`src/rtl/pipe_stage_reg_hs.sv`:
```
// Valid/ready pipeline stage register with an optional 2-entry skid buffer,
// flush-to-bubble and a saturating count of squashed entries.
module pipe_stage_reg_hs #(
    parameter int DATA_W = 64,
    parameter int CTRL_W = 8,
    parameter int RD_W   = 5,
    parameter int SKID   = 1,
    parameter int CNT_W  = 16
) (
    input  logic              clk,
    input  logic              reset,
    input  logic              flush,
    input  logic              in_valid,
    output logic              in_ready,
    input  logic [DATA_W-1:0] in_data,
    input  logic [CTRL_W-1:0] in_ctrl,
    input  logic [RD_W-1:0]   in_rd,
    output logic              out_valid,
    input  logic              out_ready,
    output logic [DATA_W-1:0] out_data,
    output logic [CTRL_W-1:0] out_ctrl,
    output logic [RD_W-1:0]   out_rd,
    output logic [1:0]        occupancy,
    output logic [CNT_W-1:0]  drop_count
);

    typedef enum logic [1:0] {
        EMPTY = 2'd0,
        ONE   = 2'd1,
        TWO   = 2'd2
    } state_t;

    state_t            state_q, state_d;
    logic [DATA_W-1:0] main_data_q, main_data_d, skid_data_q, skid_data_d;
    logic [CTRL_W-1:0] main_ctrl_q, main_ctrl_d, skid_ctrl_q, skid_ctrl_d;
    logic [RD_W-1:0]   main_rd_q, main_rd_d, skid_rd_q, skid_rd_d;
    logic              in_ready_q, in_ready_d;
    logic [CNT_W-1:0]  drop_count_q, drop_count_d;
    logic              in_fire, out_fire;
    logic [1:0]        drop_inc;
    logic [CNT_W:0]    drop_sum;

    assign out_valid  = (state_q != EMPTY);
    assign in_ready   = (SKID != 0) ? in_ready_q : (!out_valid || out_ready);
    assign in_fire    = in_valid && in_ready;
    assign out_fire   = out_valid && out_ready;
    assign out_data   = main_data_q;
    assign out_ctrl   = main_ctrl_q;
    assign out_rd     = main_rd_q;
    assign occupancy  = state_q;
    assign drop_count = drop_count_q;

    // Entries lost to a flush: those held minus the one leaving, plus any offered.
    assign drop_inc = occupancy - {1'b0, out_fire} + {1'b0, in_valid};
    assign drop_sum = {1'b0, drop_count_q} + {{(CNT_W-1){1'b0}}, drop_inc};

    always_comb begin
        state_d      = state_q;
        main_data_d  = main_data_q;
        main_ctrl_d  = main_ctrl_q;
        main_rd_d    = main_rd_q;
        skid_data_d  = skid_data_q;
        skid_ctrl_d  = skid_ctrl_q;
        skid_rd_d    = skid_rd_q;
        drop_count_d = drop_count_q;

        case (state_q)
            EMPTY: begin
                if (in_fire) begin
                    main_data_d = in_data;
                    main_ctrl_d = in_ctrl;
                    main_rd_d   = in_rd;
                    state_d     = ONE;
                end
            end
            ONE: begin
                if (out_fire) begin
                    if (in_fire) begin
                        main_data_d = in_data;
                        main_ctrl_d = in_ctrl;
                        main_rd_d   = in_rd;
                    end else begin
                        main_data_d = '0;
                        main_ctrl_d = '0;
                        main_rd_d   = '0;
                        state_d     = EMPTY;
                    end
                end else if (in_fire && SKID != 0) begin
                    skid_data_d = in_data;
                    skid_ctrl_d = in_ctrl;
                    skid_rd_d   = in_rd;
                    state_d     = TWO;
                end
            end
            TWO: begin
                if (out_fire) begin
                    main_data_d = skid_data_q;
                    main_ctrl_d = skid_ctrl_q;
                    main_rd_d   = skid_rd_q;
                    skid_data_d = '0;
                    skid_ctrl_d = '0;
                    skid_rd_d   = '0;
                    state_d     = ONE;
                end
            end
            default: state_d = EMPTY;
        endcase

        // Flush overrides every transition; an out_fire this cycle still counts as delivered.
        if (flush) begin
            state_d     = EMPTY;
            main_data_d = '0;
            main_ctrl_d = '0;
            main_rd_d   = '0;
            skid_data_d = '0;
            skid_ctrl_d = '0;
            skid_rd_d   = '0;
            if (drop_sum[CNT_W]) drop_count_d = '1;
            else                 drop_count_d = drop_sum[CNT_W-1:0];
        end

        in_ready_d = (state_d != TWO);
    end

    always_ff @(posedge clk) begin
        if (reset) begin
            state_q      <= EMPTY;
            main_data_q  <= '0;
            main_ctrl_q  <= '0;
            main_rd_q    <= '0;
            skid_data_q  <= '0;
            skid_ctrl_q  <= '0;
            skid_rd_q    <= '0;
            in_ready_q   <= 1'b1;
            drop_count_q <= '0;
        end else begin
            state_q      <= state_d;
            main_data_q  <= main_data_d;
            main_ctrl_q  <= main_ctrl_d;
            main_rd_q    <= main_rd_d;
            skid_data_q  <= skid_data_d;
            skid_ctrl_q  <= skid_ctrl_d;
            skid_rd_q    <= skid_rd_d;
            in_ready_q   <= in_ready_d;
            drop_count_q <= drop_count_d;
        end
    end

endmodule

```
`config.mk`:
```
export PLATFORM = sky130hd
export DESIGN_NAME = pipe_stage_reg_hs
export DESIGN_NICKNAME = d
export VERILOG_FILES = /design/src/rtl/pipe_stage_reg_hs.sv
export SDC_FILE = /design/constraint.sdc
export NUM_CORES = 1
export LEC_CHECK = 0
export CORE_AREA = 2 2 132 134
export DETAILED_ROUTE_END_ITERATION = 6
export DIE_AREA = 0 0 134 136
export PLACE_DENSITY = 0.75
export SLEW_MARGIN = 20
export SYNTH_ARGS = -nofsm -noshare
export SYNTH_HDL_FRONTEND = slang
export SYNTH_SLANG_ARGS = --single-unit
```
`constraint.sdc`:
```
create_clock -name clk -period 3 [get_ports clk]
set_input_delay 0.9 -clock clk [delete_from_list [all_inputs] [get_ports clk]]
set_output_delay 0.9 -clock clk [all_outputs]
set_load 0.005 [all_outputs]
```
==> flow_metrics.py <==
metrics = {
    "global_routing": {
        "overflow": 0,
        "grt.total_usage_pct": 22.2,
        "grt_max_degree": 78,
        "grt_pass1_vias": 6560,
        "grt_pass1_wl_microns": 32900,
        "antenna_found_initial": 0,
    },
    "die": {
        "io_pins": 179,
        "core_area_sq_mm": 0.0169,
        "dieArea_sq_mm": 0.0182,
        "start_util_pct": 43.7,
        "row_count": 48,
        "fp.dieW_microns": 134,
        "die_y_microns": 136,
    },
    "route": {
        "drtAntennaViolNets": 0,
        "wirelength_microns": 20300,
        "drt-initial-drc-count": 577,
        "drc": 0,
        "drt_pass1_iterations": 5,
        "vias": 6822,
        "post_drt_wl_per_cell_microns": 16.8,
        "vias_per_cell": 5.64,
    },
    "sta": {
        "maxClockFrequency_mhz": 353,
        "rsz0062_at_grt": "false",
        "hold_viol": 0,
        "worst_slew_pin_slew_ns": 0.503,
        "final.period_utilization_pct": 94.5,
        "setup_violations": 0,
        "slew_headroom_pct": 66.4,
        "finalMaxSlewViolations": 0,
        "finClkSkew_ns": 0.00817,
        "min_period_ns": 2.84,
        "tns_ns": 0,
    },
    "synth": {
        "synth_top_area_share_pct": 47.0,
        "synth_area_sq_mm": 0.00738,
        "yosysUniqueCellTypes": 44,
        "synth_ff_type": "dfxtp_1",
        "yosysSeqAreaShare_pct": 47.0,
        "post-synth-top-count-cell": "dfxtp_1",
        "synth.avg_cell_area_sq_um": 9.02,
        "syn_nets": 909,
        "yosysWarnings": 0,
        "ys_ff_latch": 173,
        "synth_common_cells": "dfxtp_1 (173), a21oi_1 (94), nand2_1 (84), nor2_1 (84), nand3_1 (78)",
        "synth_top_cell_by_area": "dfxtp_1",
        "async_reset_ff_share_pct": 0,
        "syn-instance-count": 818,
        "synth_edf_count": 0,
        "synth_area_leaders": "dfxtp_1 (47%), a21oi_1 (6.4%), a221oi_2 (6.1%), a221oi_1 (5.6%), nand3_1 (5.3%)",
    },
    "critical_path": {
        "reg2reg_slack_ns": 0.16,
        "worst_r2r_path_depth": 13,
        "endpoint_kind": "register",
        "worstSetupPathType": "reg -> reg",
        "start_kind": "register",
        "cp-endpoint": "drop_count[12]",
        "timing.rr.start": "occupancy[1]",
        "worstPathArrival_ns": 3.20,
        "timing.rr.end": "drop_count[12]",
        "cp_max_fo": 5,
        "cp.required_ns": 3.37,
        "crit_start": "occupancy[1]",
    },
    "layout": {
        "fin_area_sq_mm": 0.0101,
        "drive_above_1_share_pct": 14.5,
        "n_antenna_cell": 0,
        "area_growth_pct": 37.4,
        "nets": 1063,
    },
    "place": {
        "port_buffers": 178,
        "place.gp.congestion": 0.762,
        "hpwl_microns": 12400,
        "postPlaceCellArea_sq_mm": 0.00946,
    },
    "clock_tree": {
        "cts_tree": "built",
        "numCtsBuffers": 17,
        "clockBufferDepth": 2,
        "cts_root_buffer": "clkbuf_16",
        "clk-insertion-delay-late_ns": 0.43,
        "cts.htree.levels": 4,
        "cts_sinks": 173,
        "cts.clk_slew.worst_paths_ns": 0.07,
    },
    "power_and_ir_drop": {
        "leakagePower_nw": 3.48,
        "ir_worst_vdd_mv": 0.368,
        "pwr_density_cell_mw_per_mm2": 540,
    },
    "status": {
        "outcome": "finished clean",
    },
    "worst_hold_path": {
        "hp-class": "reg -> reg",
    },
    "run": {
        "drv_cap": 0,
    },
}
[per-stage QoR]
step	std cells	util (%)	hold slack [ns]	power, mW	setup slack (ns)
global placement	1174	56.1	0.438	3.20	-0.405
CTS	1210	60.0	0.453	5.50	0.00380
detailed placement	1174	56.1	0.444	3.21	-0.539
floorplan	818	-	0.432	2.84	0.0334
finish	1210	60.0	0.452	5.47	0.164
global route	1210	60.0	0.464	5.66	0.0247
[worst max-delay path: stages (launching register included)]
cell and delay [ns]:
dfxtp_1 0.34, inv_1 0.08, ha_1 0.24, nand2b_4 0.17, ha_4 0.20, ha_2 0.18
xnor2_2 0.15, xnor2_2 0.21, fa_2 0.24, nand4_1 0.17, buf_4 0.19, nor3_1 0.17
mux2_2 0.36, nor2_1 0.08
[how the worst min path moves through the flow]
stage / from / end / slack (ns) / cells past startpoint
CTS: skid_data_q[28] / skid_data_q[28] / 0.45 / 2
global placement: skid_ctrl_q[7] / skid_ctrl_q[7] / 0.44 / 2
finish: skid_data_q[44] / skid_data_q[44] / 0.45 / 2
global route: skid_data_q[28] / skid_data_q[28] / 0.46 / 2
detailed placement: skid_data_q[28] / skid_data_q[28] / 0.44 / 2
floorplan: skid_data_q[33] / skid_data_q[33] / 0.43 / 2
[cells in the final DEF (no fill, tap or decap), types with 3 or more instances in the layout]
master / n
inv_1: 5
a221oi_1: 47
inv_6: 5
a31oi_1: 4
xnor2_1: 8
buf_12: 12
nand4_1: 6
bufinv_16: 3
xor2_1: 3
nor3_2: 23
ha_1: 6
clkbuf_16: 17
nor3_1: 60
nor4_1: 3
a21oi_1: 93
nand3_1: 78
a221oi_2: 30
buf_4: 22
clkdlybuf4s50_1: 177
nand2_1: 84
dfxtp_1: 173
nor2_1: 84
[power breakdown]
group	switching (mW)	total [mW]	internal, mW	leakage, nW
registers	0.0418	2.41	2.37	1.40
logic	0.375	0.753	0.379	1.79
clock network	0.976	2.31	1.33	0.294
[cells by family (layout without fill, tap and decap cells)]
logic type	count (synthesis)	in the layout	synth area share [%]
AOI/OAI and AO/OA	183	183	19.4
xor gates and xnor gates	13	13	1.54
adders and majority gates	9	9	1.63
buffers and inverters	85	252	6.14
DFF	173	173	47.0
muxes	5	5	0.763
and+or+nand+nor	350	350	23.6
[metal layers]
metal / vias up / wire (microns) / GRT usage [%]
li1: 3284 / - / -
met1: 3278 / 9010 / 28.9
met2: 236 / 9800 / 37.0
met3: 24 / 1170 / 4.29
met4: 0 / 352 / 7.45
met5: - / 0 / 0
[area by class of cell]
| type | instances | area, sq um |
|---|---|---|
| Clock buffer | 18 | 429 |
| Clock inverter | 14 | 183 |
| Fill cell | 1451 | 6750 |
| Inverter | 6 | 22.5 |
| Multi-Input combinational cell | 560 | 3550 |
| Sequential cell | 173 | 3460 |
| Tap cell | 225 | 282 |
| Timing Repair Buffer | 214 | 2200 |
[state kept, by name, summed over array words and instances, names as in the netlist]
signal and cells:
out_ctrl 8, out_data 64, skid_ctrl_q 8, drop_count 16
out_rd 5, skid_data_q 64, in_ready 1, skid_rd_q 5
occupancy 2
[timing repair]
action,CTS,global route
pin swaps,5,2
resized for setup,5,1
hold buffers,0,0
buffers inserted,3,0
endpoints found under the setup margin,16,15
gates cloned,1,0
(Power assumes the default switching activity.)
